$ cat src/rtl/cp0_regfile.sv
// cp0_regfile: MIPS-style CP0 subset (BadVAddr, Count, Compare, Status, Cause, EPC, PRId).
// Define CP0_TIMER_EN to build the Count/Compare timer; without it Count/Compare read 0.
`ifndef MEM_WRITE
`define MEM_WRITE 1'b1
`endif
`ifndef MEM_READ
`define MEM_READ 1'b0
`endif

module cp0_regfile #(
  parameter int          DATA_WIDTH     = 32,
  parameter int          CP0_ADDR_WIDTH = 5,
  parameter logic [31:0] PRID_VALUE     = 32'h0001_8000
) (
  input  logic                      clk,
  input  logic                      rst_n,
  input  logic                      cp0_reg_rw,
  input  logic [CP0_ADDR_WIDTH-1:0] cp0_reg_write_addr,
  input  logic [DATA_WIDTH-1:0]     cp0_reg_write,
  input  logic [CP0_ADDR_WIDTH-1:0] cp0_reg_read_addr,
  output logic [DATA_WIDTH-1:0]     cp0_reg_read,
  input  logic [5:0]                int_i,
  input  logic                      exc_valid,
  input  logic [4:0]                exc_code,
  input  logic [DATA_WIDTH-1:0]     exc_pc,
  input  logic                      exc_bd,
  input  logic [DATA_WIDTH-1:0]     exc_badvaddr,
  input  logic                      eret,
  output logic [DATA_WIDTH-1:0]     epc_out,
  output logic [DATA_WIDTH-1:0]     status_out,
  output logic [DATA_WIDTH-1:0]     cause_out,
  output logic                      timer_int,
  output logic                      int_pending
);

  localparam logic [CP0_ADDR_WIDTH-1:0] ADDR_BADVADDR = CP0_ADDR_WIDTH'(5'd8);
  localparam logic [CP0_ADDR_WIDTH-1:0] ADDR_COUNT    = CP0_ADDR_WIDTH'(5'd9);
  localparam logic [CP0_ADDR_WIDTH-1:0] ADDR_COMPARE  = CP0_ADDR_WIDTH'(5'd11);
  localparam logic [CP0_ADDR_WIDTH-1:0] ADDR_STATUS   = CP0_ADDR_WIDTH'(5'd12);
  localparam logic [CP0_ADDR_WIDTH-1:0] ADDR_CAUSE    = CP0_ADDR_WIDTH'(5'd13);
  localparam logic [CP0_ADDR_WIDTH-1:0] ADDR_EPC      = CP0_ADDR_WIDTH'(5'd14);
  localparam logic [CP0_ADDR_WIDTH-1:0] ADDR_PRID     = CP0_ADDR_WIDTH'(5'd15);

  localparam logic [DATA_WIDTH-1:0] STATUS_WMASK = DATA_WIDTH'(32'h0000_FF03);
  localparam logic [DATA_WIDTH-1:0] CAUSE_WMASK  = DATA_WIDTH'(32'h0000_0300);
  localparam logic [DATA_WIDTH-1:0] STATUS_RESET = DATA_WIDTH'(32'h1000_0000);
  localparam logic [DATA_WIDTH-1:0] ZERO         = {DATA_WIDTH{1'b0}};

`ifdef CP0_TIMER_EN
  localparam logic TIMER_EN = 1'b1;
`else
  localparam logic TIMER_EN = 1'b0;
`endif

  logic [DATA_WIDTH-1:0] status_q, status_d;
  logic [DATA_WIDTH-1:0] cause_q, cause_d;
  logic [DATA_WIDTH-1:0] epc_q, epc_d;
  logic [DATA_WIDTH-1:0] badvaddr_q, badvaddr_d;
  logic [DATA_WIDTH-1:0] count_q, count_d;
  logic [DATA_WIDTH-1:0] compare_q, compare_d;
  logic                  timer_int_q, timer_int_d;

  logic                  wr_s;
  logic                  wr_status_s, wr_cause_s, wr_epc_s, wr_count_s, wr_compare_s;
  logic                  exc_epc_upd_s;
  logic [DATA_WIDTH-1:0] status_sw_s;
  logic [DATA_WIDTH-1:0] cause_view_s;
  logic [DATA_WIDTH-1:0] rdata_s;

  assign wr_s         = (cp0_reg_rw == `MEM_WRITE);
  assign wr_status_s  = wr_s && (cp0_reg_write_addr == ADDR_STATUS);
  assign wr_cause_s   = wr_s && (cp0_reg_write_addr == ADDR_CAUSE);
  assign wr_epc_s     = wr_s && (cp0_reg_write_addr == ADDR_EPC);
  assign wr_count_s   = wr_s && TIMER_EN && (cp0_reg_write_addr == ADDR_COUNT);
  assign wr_compare_s = wr_s && TIMER_EN && (cp0_reg_write_addr == ADDR_COMPARE);

  // A nested exception (EXL already set) must not disturb EPC or Cause.BD.
  assign exc_epc_upd_s = exc_valid && !status_q[1];

  assign status_sw_s  = wr_status_s ? ((status_q & ~STATUS_WMASK) | (cp0_reg_write & STATUS_WMASK))
                                    : status_q;
  assign cause_view_s = {cause_q[DATA_WIDTH-1:16], cause_q[15] | timer_int_q, cause_q[14:0]};

  // Next-state logic; per field: exception beats eret beats software write.
  always_comb begin
    status_d    = status_sw_s;
    status_d[1] = exc_valid ? 1'b1 : (eret ? 1'b0 : status_sw_s[1]);

    cause_d        = wr_cause_s ? ((cause_q & ~CAUSE_WMASK) | (cp0_reg_write & CAUSE_WMASK))
                                : cause_q;
    cause_d[15:10] = int_i;
    cause_d[6:2]   = exc_valid ? exc_code : cause_q[6:2];
    cause_d[31]    = exc_epc_upd_s ? exc_bd : cause_q[31];

    epc_d = exc_epc_upd_s ? (exc_bd ? (exc_pc - DATA_WIDTH'(32'd4)) : exc_pc)
                          : (wr_epc_s ? cp0_reg_write : epc_q);

    badvaddr_d = (exc_valid && ((exc_code == 5'd4) || (exc_code == 5'd5))) ? exc_badvaddr
                                                                           : badvaddr_q;
`ifdef CP0_TIMER_EN
    count_d     = wr_count_s ? cp0_reg_write : (count_q + DATA_WIDTH'(32'd1));
    compare_d   = wr_compare_s ? cp0_reg_write : compare_q;
    timer_int_d = wr_compare_s ? 1'b0
                               : (timer_int_q || ((count_q == compare_q) && (compare_q != ZERO)));
`else
    count_d     = ZERO;
    compare_d   = ZERO;
    timer_int_d = 1'b0;
`endif
  end

  // Read port with same-cycle write forwarding through each register's write mask.
  always_comb begin
    rdata_s = ZERO;
    case (cp0_reg_read_addr)
      ADDR_BADVADDR: rdata_s = badvaddr_q;
      ADDR_COUNT:    rdata_s = wr_count_s ? cp0_reg_write : count_q;
      ADDR_COMPARE:  rdata_s = wr_compare_s ? cp0_reg_write : compare_q;
      ADDR_STATUS:   rdata_s = status_sw_s;
      ADDR_CAUSE:    rdata_s = wr_cause_s ? ((cause_view_s & ~CAUSE_WMASK) | (cp0_reg_write & CAUSE_WMASK))
                                          : cause_view_s;
      ADDR_EPC:      rdata_s = wr_epc_s ? cp0_reg_write : epc_q;
      ADDR_PRID:     rdata_s = DATA_WIDTH'(PRID_VALUE);
      default:       rdata_s = ZERO;
    endcase
  end

  // State registers.
  always_ff @(posedge clk or negedge rst_n) begin
    if (!rst_n) begin
      status_q    <= STATUS_RESET;
      cause_q     <= ZERO;
      epc_q       <= ZERO;
      badvaddr_q  <= ZERO;
      count_q     <= ZERO;
      compare_q   <= ZERO;
      timer_int_q <= 1'b0;
    end else begin
      status_q    <= status_d;
      cause_q     <= cause_d;
      epc_q       <= epc_d;
      badvaddr_q  <= badvaddr_d;
      count_q     <= count_d;
      compare_q   <= compare_d;
      timer_int_q <= timer_int_d;
    end
  end

  assign cp0_reg_read = rdata_s;
  assign epc_out      = epc_q;
  assign status_out   = status_q;
  assign cause_out    = cause_view_s;
  assign timer_int    = timer_int_q;
  assign int_pending  = status_q[0] && !status_q[1] && (|(cause_view_s[15:8] & status_q[15:8]));

endmodule

$ cat config.mk
export PLATFORM = sky130hd
export DESIGN_NAME = cp0_regfile
export DESIGN_NICKNAME = d
export VERILOG_FILES = /design/src/rtl/cp0_regfile.sv
export SDC_FILE = /design/constraint.sdc
export NUM_CORES = 1
export LEC_CHECK = 0
export BUFFER_PORTS_ARGS = -buffer_cell sky130_fd_sc_hd__buf_4
export CORE_MARGIN = 8
export CORE_UTILIZATION = 23
export DETAILED_ROUTE_END_ITERATION = 6
export GPL_ROUTABILITY_DRIVEN = 0
export PLACE_DENSITY_LB_ADDON = 0.2
export SLEW_MARGIN = 20
export SYNTH_ARGS = -nofsm -noshare
export SYNTH_HDL_FRONTEND = slang
export SYNTH_SLANG_ARGS = --single-unit
$ cat constraint.sdc
create_clock -name clk -period 3.9 [get_ports clk]
set_input_delay 0.39 -clock clk [delete_from_list [all_inputs] [get_ports clk]]
set_output_delay 0.39 -clock clk [all_outputs]
set_load 0.05 [all_outputs]
# Yosys cells after proc, flatten, opt, wreduce, memory -nomap -nowiden

Cells that the tools add are included.

Register bits: 128
Input bits: 123
Output and inout port bits: 130
Logic and storage cells: 38

Add/sub/neg operators: 1
Eq/ne operators: 10
Muxes and demuxes: 8
Bitwise logic cells: 3
Reductions and logical operators: 10

Operators by type and width:

| cell                                                 | number |
|---|---|
| 2-to-1 mux 32 bit                                    | 5 |
| one-hot mux 32 bit (5 select lines)                  | 1 |
| equality test 5 x 4 -> 1 bit (second input constant) | 8 |
| OR 32 x 10 -> 32 bit                                 | 1 |
| OR 32 x 16 -> 32 bit                                 | 1 |
| subtractor 32 x 3 -> 32 bit (second input constant)  | 1 |
| equality test 5 x 3 -> 1 bit (second input constant) | 2 |
| AND 8 bit                                            | 1 |
| OR reduction 8 bit                                   | 1 |
| logical AND 1 bit                                    | 7 |
| 2-to-1 mux 1 bit                                     | 2 |
| zero test 1 bit                                      | 1 |
| logical OR 1 bit                                     | 1 |

# Depth between registers and ports, before layout

Gate-level depths: netlist of run 1.

Depth after elaboration: 5
Gate-level depth with buffers: 7
Depth with buffers taken out: 6

# Least setup slack after synthesis of run 1

No wires, ideal clock.

Kind: input to output
Start point: input port cp0_reg_write_addr[4]
End point: output port cp0_reg_read[19]
Arrival: 2,695 ps
Data required time: 3,510 ps
Slack: 815 ps
Cell stages on the path: 5
Cells stage by stage: nand4bb_1 -> nor2_1 -> buf_2 -> mux2i_1 -> o21ai_0

Word-level cells in the longest chain between the ends: 4
Elaborated cells between the ends (all ways): 10

RTL lines:

| element                                                | line         | RTL |
|---|---|---|
| start: declaration                                     | 18           | `input logic [CP0_ADDR_WIDTH-1:0] cp0_reg_write_addr,` |
| equality test 5 x 4 -> 1 bit, on equally long branches | 73, 71, 72   |  |
| logical AND 1 bit, on equally long branches            | 73, 71, 72   |  |
| 2-to-1 mux 32 bit, on equally long branches            | 122, 120, 80 |  |
| one-hot mux 32 bit (5 select lines) *                  | 115          | `case (cp0_reg_read_addr)` |
| end: declaration                                       | 21           | `output logic [DATA_WIDTH-1:0] cp0_reg_read,` |

Every way passes the cells marked *; elsewhere a longest branch is shown, timed or not.

# Worst setup path in the final report of run 1

Start point: input port cp0_reg_write_addr[0]
End point: output port cp0_reg_read[0]

Same word-level chain as after synthesis.

==> impl_metrics.ini, run 1 <==
[run_status]
status = finished, final reports clean

[cells_and_area]
final_util = 0.326
nets = 846
final_cell_mix = buf_4 (220), dfrtp_1 (88), conb_1 (41), mux2_2 (37), nand2_1 (35)
synthToLayoutAreaGrowth_pct = 40.6
layout-drive-gt1-share = 0.395
layout_commonest_cell = buf_4
fin_area_um2 = 7290
n_antenna_cell = 0
layout.cells.non_filler = 1011

[timing]
period_share = 0.721
finalHoldViolations = 0
setup_tns_ns = 0
slew_headroom = 0.346
fin_crit_ns = 2.81
final.setup_skew_ns = 0.00643
tightest_slew_ns = 0.978
rsz0062_at_grt = false
slew_viol_final = 0
fin_hold_ws_ns = 0.0770
timing.fmax_mhz = 355
setup_viol = 0

[hold_path]
hold_path.class = in2async

[global_routing]
grt_pass1_wl_mm = 31.1
grt_pass1_vias = 5071
grt-ovfl-total = 0
antenna_found_initial = 0
track_usage = 0.145
grt_max_degree = 76

[power]
powerDensity_nw_per_um2 = 458
leakage_uw = 0.00332
irDropWorstVdd_uv = 192

[placement]
placed_cell_area_um2 = 6950
dp.cells = 996
io_buffers = 211
dpl.hpwl_mm = 15.5

[logic_synthesis]
async_flop_share = 1.00
synth_area_leaders = dfrtp_1 (43%), mux2_2 (8.0%), mux2i_1 (6.4%)
ys_ff_latch = 88
ys_seq_area_frac = 0.425
synth.avg_cell_area_um2 = 9.91
synth_top_area_frac = 0.425
synth_cell_types = 53
synth_edf_count = 0
syn_area_um2 = 5180
synthCells = 523
ys_warn_count = 0
synthFlopType = dfrtp_1
synth_top_area_cell = dfrtp_1

[setup_path]
worstPathArrival_ns = 2.42
reg2reg_from = status_out[1]$_DFF_PN0_
path_max_fanout = 8
crit_required_ns = 3.51
cp-start-kind = input pin
end_kind = output port
startpoint = cp0_reg_write_addr[0]
path_class = in2out

[floorplan]
die_area_um2 = 27600
core_area_um2 = 22400
start_util = 0.232
die_h_um = 166
boundaryPins = 253
fp.dieW_um = 166
fp-row-count = 55

[clocking]
cts.sinks = 88
post_cts_buffers = 0
cts-hold-fix-buffers = 0
cts_resized = 0
insertion_delay_ns = 0.34
ctsLongestPathBuffers = 2
cts_tree = yes
htree_levels = 3
cts-root-buf = clkbuf_16
path_clk_slew_ns = 0.07
cts_buffers = 9

[route]
first_pass_iters = 6
wl_per_cell_um = 20.0
drt_wl_total_mm = 20.3
vias_per_cell = 4.67
drc = 0
vias = 4724
ant_nets = 0
drt_iter0_markers = 268

[job]
max-cap-violations = 0
-- flip-flops by register name, indices dropped and copies added, names as in the netlist --
name and cells:
epc_out 32, status_out 10, cause_q 14, badvaddr_q 32
-- Yosys cell counts, types with 11 or more instances --
cell	count
mux2i_1	33
nor2_1	16
inv_1	11
dfrtp_1	88
mux2_2	37
a211oi_1	14
clkbuf_1	25
a22oi_1	13
o21ai_0	26
a21oi_1	24
or4_1	13
buf_4	41
and3_1	12
a31oi_1	12
nand2_1	36
-- path summary, 6_finish.rpt --
check	end	cells after the start	slack, ns
max	cp0_reg_read[0]	6	1.09
min	badvaddr_q[7]$_DFFE_PN0P_	1	0.08
max reg2reg	epc_out[30]$_DFF_PN0_	4	2.11
min reg2reg	badvaddr_q[1]$_DFFE_PN0P_	1	0.51
max in group asynchronous	epc_out[13]$_DFF_PN0_	2	3.10
min in group clk	cause_q[10]$_DFF_PN0_	1	0.15
-- cells by family (layout without fill, tap and decap cells) --
| logic type | count (synthesis) | in the layout | share of synthesized area |
|---|---|---|---|
| buf+inv | 83 | 247 | 0.0903 |
| flops | 88 | 88 | 0.425 |
| compound gates | 127 | 127 | 0.161 |
| xor+xnor | 13 | 13 | 0.0220 |
| mux | 70 | 70 | 0.144 |
| fa+ha+maj | 1 | 1 | 0.00241 |
| simple gates | 139 | 139 | 0.154 |
| other cells | 2 | 41 | 0.00145 |
-- where the power goes --
group          internal [uW]  switching (uW)
clock                    625             390
combinational            379             744
sequential              1080             113
total                   2090            1250
-- per-layer routing --
metal,up-vias,global-route usage,share of wire
li1,2250,-,-
met1,2282,0.182,0.45
met2,174,0.233,0.46
met3,18,0.0433,0.070
met4,0,0.0482,0.016
met5,-,0,0
-- critical path: stages --
cell	delay [ns]
buf_4	0.12
nor4bb_2	0.62
nand2_1	0.57
mux2i_1	0.35
o221ai_1	0.14
buf_4	0.24
-- layout make-up --
| cell class | count | area, um^2 |
|---|---|---|
| fill | 2345 | 15100 |
| tap | 285 | 357 |
| timing repair buffer | 221 | 1660 |
| clock inverter | 5 | 106 |
| multi-input combinational | 391 | 2690 |
| sequential | 88 | 2200 |
| clock buffer | 10 | 229 |
| inverter | 11 | 41.3 |
-- metrics by stage --
stage	power (uW)	setup WS [ns]
finish	3340	1.09
global route	3500	0.905
CTS	3380	1.09
detailed placement	2340	1.10
global placement	2340	1.16
floorplan	1940	0.815
No activity file was read; power rests on OpenSTA's default activity.
==> inputs of run 2 (changes only) <==
clock period = 2.8 ns   (was 3.9 ns; I/O delays follow)
==> impl_metrics.ini, run 2 (same netlist as run 1, synthesis figures left out) <==
[setup_path]
r2r-end = epc_out[19]$_DFF_PN0_
critPathBufInv = 2
end_kind = output port
path_max_fanout = 31
crit_chain = buf_4 -> nand3b_1 -> or3b_2 -> a21oi_1 -> nand4b_1 -> buf_4
r2r_setup_slack_ns = 1.14
cp-start-kind = input pin
path_class = in2out
slowest_stage = or3b_2
rr_worst_depth = 4
worstPathArrival_ns = 2.03
slowest_delay_ns = 0.84
cp_common_cell = buf_4
crit_required_ns = 2.52
crit_family = simple AND/OR/NAND/NOR gates
reg2reg_from = status_out[1]$_DFF_PN0_

[power]
irDropWorstVdd_uv = 276
p_total_uw = 4530
leakage_uw = 0.00335
powerDensity_nw_per_um2 = 616

[clocking]
cts_buffers = 9
htree_levels = 3
cts.sinks = 88
insertion_delay_ns = 0.35
cts-hold-fix-buffers = 1
cts-root-buf = clkbuf_16
post_cts_buffers = 0
ctsLongestPathBuffers = 2
cts_tree = yes
path_clk_slew_ns = 0.07
cts_resized = 0

[global_routing]
grt-ovfl-total = 0
use_met1 = 0.182
track_usage = 0.146
grt_pass1_wl_mm = 31.2
grt_pass1_vias = 5143
grt-busiest-layer = met2
met2_usage = 0.235
grt_max_degree = 50
gr-usage-met3 = 0.0428
antenna_found_initial = 0

[cells_and_area]
ff_latch_area_um2 = 2200
multiInputGateArea_um2 = 2690
layout-drive-gt1-share = 0.403
final_cell_mix = buf_4 (225), dfrtp_1 (88), conb_1 (41), mux2_2 (37), nand2_1 (35)
final_util = 0.329
n_fill_cell = 2332
synthToLayoutAreaGrowth_pct = 41.9
nets = 854
layout_commonest_cell = buf_4
fin_area_um2 = 7350
n_antenna_cell = 0

[run_status]
status = finished, final reports clean

[route]
wl_per_cell_um = 19.8
ant_nets = 0
drt_wl_total_mm = 20.2
vias = 4673
vias_per_cell = 4.58
drt_iter0_markers = 321
drc = 0
first_pass_iters = 5

[timing]
finalHoldViolations = 0
final.setup_skew_ns = 0.00612
setup_slack_ns = 0.488
tightest_slew_ns = 0.820
fin_crit_ns = 2.31
rsz0062_at_grt = false
slew_headroom = 0.453
timing.fmax_mhz = 432
period_share = 0.826
setup_viol = 0
setup_tns_ns = 0
slew_viol_final = 0

[floorplan]
core_area_um2 = 22400
boundaryPins = 253
die_area_um2 = 27600
fp.dieW_um = 166
fp-row-count = 55
start_util = 0.232
die_h_um = 166

[placement]
dpl.hpwl_mm = 15.9
dp_slack_ns = 0.502
placed_cell_area_um2 = 7040
io_buffers = 211

[hold_path]
hp-start = int_i[1]
hold_path.class = in2reg
hold_end = cause_q[11]$_DFF_PN0_
hold_depth = 1

[job]
max-cap-violations = 0
-- run 2: power breakdown --
part,internal [uW],switching [uW],total (uW)
Sequential,1510,159,1670
Combinational,535,1040,1570
Clock,721,565,1290
-- run 2: area by class of cell --
type,count,area share
sequential,88,0.299
clock buffer,10,0.0325
multi-input combinational,391,0.366
timing repair buffer,229,0.239
tap,285,0.0485
clock inverter,6,0.00919
inverter,11,0.00561
-- run 2: worst max-delay path by stage --
stage | start | cells after the start | endpoint | slack, ns
finish | cp0_reg_read_addr[4] | 6 | cp0_reg_read[9] | 0.49
floorplan | cp0_reg_write_addr[0] | 6 | cp0_reg_read[22] | 0.17
CTS | cp0_reg_write_addr[0] | 7 | cp0_reg_read[13] | 0.49
global route | cp0_reg_write_addr[0] | 7 | cp0_reg_read[13] | 0.34
global placement | cp0_reg_write_addr[0] | 7 | cp0_reg_read[15] | 0.50
detailed placement | cp0_reg_write_addr[0] | 7 | cp0_reg_read[13] | 0.50
-- run 2: per-layer routing --
metal,routed length [um],share of wire
met1,8850,0.44
met2,9320,0.46
met3,1630,0.081
met4,405,0.020
met5,0,0
-- run 2: per-stage QoR --
step | cells | hold WS, ns
6_report | 1020 | 0.0294
5_1_grt | 1020 | 0.0163
4_1_cts | 1020 | 0.0151
3_5_place_dp | 1003 | 0.322
3_3_place_gp | 1003 | 0.321
2_1_floorplan | 562 | -0.0156
==> inputs of run 3 (changes only) <==
ABC_AREA = 1   (was not set)
clock period = 2.4 ns   (was 2.8 ns; I/O delays follow)
==> impl_metrics.ini, run 3 <==
[run_status]
status = finished, final reports clean

[cells_and_area]
multiInputGateArea_um2 = 2820
nets = 1087
n_fill_cell = 2645
ff_latch_area_um2 = 2200
layout-drive-gt1-share = 0.334
final_cell_mix = buf_4 (223), nand2_1 (208), dfrtp_1 (88), inv_1 (79), nor2_1 (60)
layout_commonest_cell = buf_4
n_antenna_cell = 0
synthToLayoutAreaGrowth_pct = 38.8

[placement]
dp_slack_ns = 0.362
dpl.hpwl_mm = 19.1
io_buffers = 211

[power]
powerDensity_nw_per_um2 = 666
irDropWorstVdd_uv = 340
leakage_uw = 0.00404

[route]
drt_wl_total_mm = 23.1
routed.top_layer = met4
wl_met1_mm = 9.62
vias_per_cell = 4.27
wl_met3_mm = 2.07
drt_iter0_markers = 306
ant_nets = 0
routed-wl-met2_mm = 10.9
vias = 5513
first_pass_iters = 4
wl_per_cell_um = 17.9
drc = 0

[setup_path]
slowest_stage = o21ai_0
rr_worst_depth = 4
critPathBufInv = 3
cp_common_cell = buf_4
r2r-end = epc_out[17]$_DFF_PN0_
r2r_setup_slack_ns = 0.85
worstPathArrival_ns = 1.81
crit_family = simple AND/OR/NAND/NOR gates
reg2reg_from = status_out[1]$_DFF_PN0_
cp-start-kind = input pin
path_max_fanout = 25
path_class = in2out
crit_required_ns = 2.16
end_kind = output port
crit_chain = buf_4 -> nor2_1 -> nand3b_1 -> buf_12 -> o21ai_0 -> or2_1 -> nand4_1 -> buf_4
slowest_delay_ns = 0.52

[clocking]
path_clk_slew_ns = 0.07
htree_levels = 3
cts-root-buf = clkbuf_16
cts.sinks = 88
insertion_delay_ns = 0.35
cts_tree = yes
ctsLongestPathBuffers = 2
cts_buffers = 9
post_cts_buffers = 0

[logic_synthesis]
synth.avg_cell_area_um2 = 7.58
synthFlopType = dfrtp_1
synth_cell_types = 37
synth_top_area_cell = dfrtp_1
yosys.area_share.simple = 0.280
synth_xor_xnor_area_share = 0.00465
synth.mux.area_fraction = 0.0638
synthCells = 745
synth_compound_area_frac = 0.119
synth_fa_ha_area_frac = 0.00221
synth_top_family_by_area = simple AND/OR/NAND/NOR gates
ys_seq_area_frac = 0.390
async_flop_share = 1.00
ys_ff_latch = 88
syn_area_um2 = 5650
synth_common_cells = nand2_1 (208), dfrtp_1 (88), inv_1 (79)
synth_area_leaders = dfrtp_1 (39%), nand2_1 (14%), buf_4 (5.6%)
ys_warn_count = 0
synth_edf_count = 0
yosysMostFrequentCell = nand2_1
synth_top_area_frac = 0.390

[floorplan]
core_area_um2 = 24200
boundaryPins = 253
start_util = 0.233
die_h_um = 173
fp.dieW_um = 173
die_area_um2 = 29800
fp-row-count = 57

[global_routing]
grt_pass1_wl_mm = 35.1
grt_max_degree = 49
antenna_found_initial = 0
grt_pass1_vias = 5930
track_usage = 0.152
grt-ovfl-total = 0

[timing]
setup_slack_ns = 0.348
setup_viol = 0
finalHoldViolations = 0
tightest_slew_ns = 0.636
period_share = 0.855
setup_tns_ns = 0
fin_crit_ns = 2.05
slew_viol_final = 0
rsz0062_at_grt = false
timing.fmax_mhz = 487
slew_headroom = 0.572
final.setup_skew_ns = 0.00964

[hold_path]
hold_depth = 3
hold_path.class = in2reg
hold_end = cause_q[2]$_DFFE_PN0P_
hp-start = exc_code[0]

[job]
max-cap-violations = 0
run 3: cell types whose count changed after synthesis, sizes merged, moves of 25 or more:
| cell | delta |
|---|---|
| nand2 | +177 |
| inv | +71 |
| o21ai | +54 |
| nor2 | +53 |
| mux2i | -33 |
| nand3 | +29 |
| or2 | +25 |
run 3: final cells by class:
| type | count | area share |
|---|---|---|
| clock inverters | 6 | 0.00543 |
| multi-input cells | 548 | 0.360 |
| repair buffers | 234 | 0.233 |
| clock buffers | 10 | 0.0305 |
| well taps | 324 | 0.0517 |
| flip-flops and latches | 88 | 0.281 |
| inverters | 82 | 0.0393 |
run 3: per-layer routing:
| metal | GRT usage | vias to the layer above |
|---|---|---|
| met4 | 0.0478 | 0 |
| met1 | 0.171 | 2554 |
| li1 | - | 2727 |
| met5 | 0 | - |
| met3 | 0.0634 | 24 |
| met2 | 0.259 | 208 |
run 3: stage by stage:
stage / hold WS (ns) / utilization / total power, uW / instance area (um^2) / std cells
after floorplan: -0.0556 / - / 3200 / 5800 / 784
after global placement: 0.286 / 0.309 / 3890 / 7490 / 1269
after detailed placement: 0.279 / 0.309 / 3890 / 7490 / 1269
after CTS: 0.0771 / 0.323 / 5300 / 7840 / 1292
after global routing: 0.0884 / 0.323 / 5490 / 7840 / 1292
final: 0.0913 / 0.323 / 5220 / 7840 / 1292
run 3: power breakdown:
part	switching, uW	internal (uW)	leakage [uW]
sequential	177	1760	0.00107
combinational	1290	632	0.00284
clock	634	735	0.000135
total	2100	3120	0.00404
run 3: timing repair:
| action | 4_1_cts | 5_1_grt |
|---|---|---|
| hold buffers | 7 | 0 |
| gates resized for setup | 0 | 0 |
| hold endpoints to repair | 46 | 0 |
run 3: logic make-up (layout without fill, tap and decap cells):
kind of cell | after synthesis | in the layout
AND/OR/NAND/NOR | 365 | 365
buffers and inverters | 148 | 332
AO/OA/AOI/OAI | 108 | 108
flip-flops | 88 | 88
multiplexers | 30 | 30
XOR/XNOR | 3 | 3
other | 2 | 41
adder cells (fa/ha/maj) | 1 | 1
run 3: how the worst max path moves through the flow:
stage / start / endpoint / slack [ns] / cells after the start
6_report: cp0_reg_write_addr[0] / cp0_reg_read[10] / 0.35 / 8
3_5_place_dp: cp0_reg_write_addr[0] / cp0_reg_read[22] / 0.36 / 10
3_3_place_gp: cp0_reg_write_addr[0] / cp0_reg_read[22] / 0.35 / 10
4_1_cts: cp0_reg_write_addr[0] / cp0_reg_read[22] / 0.34 / 10
2_1_floorplan: cp0_reg_write_addr[0] / cp0_reg_read[7] / 0.16 / 6
5_1_grt: cp0_reg_write_addr[0] / cp0_reg_read[22] / 0.22 / 10
run 3: worst min-delay path, stage by stage:
cell and delay (ns):
buf_4 0.08, nand2_1 0.04, nand2_1 0.05
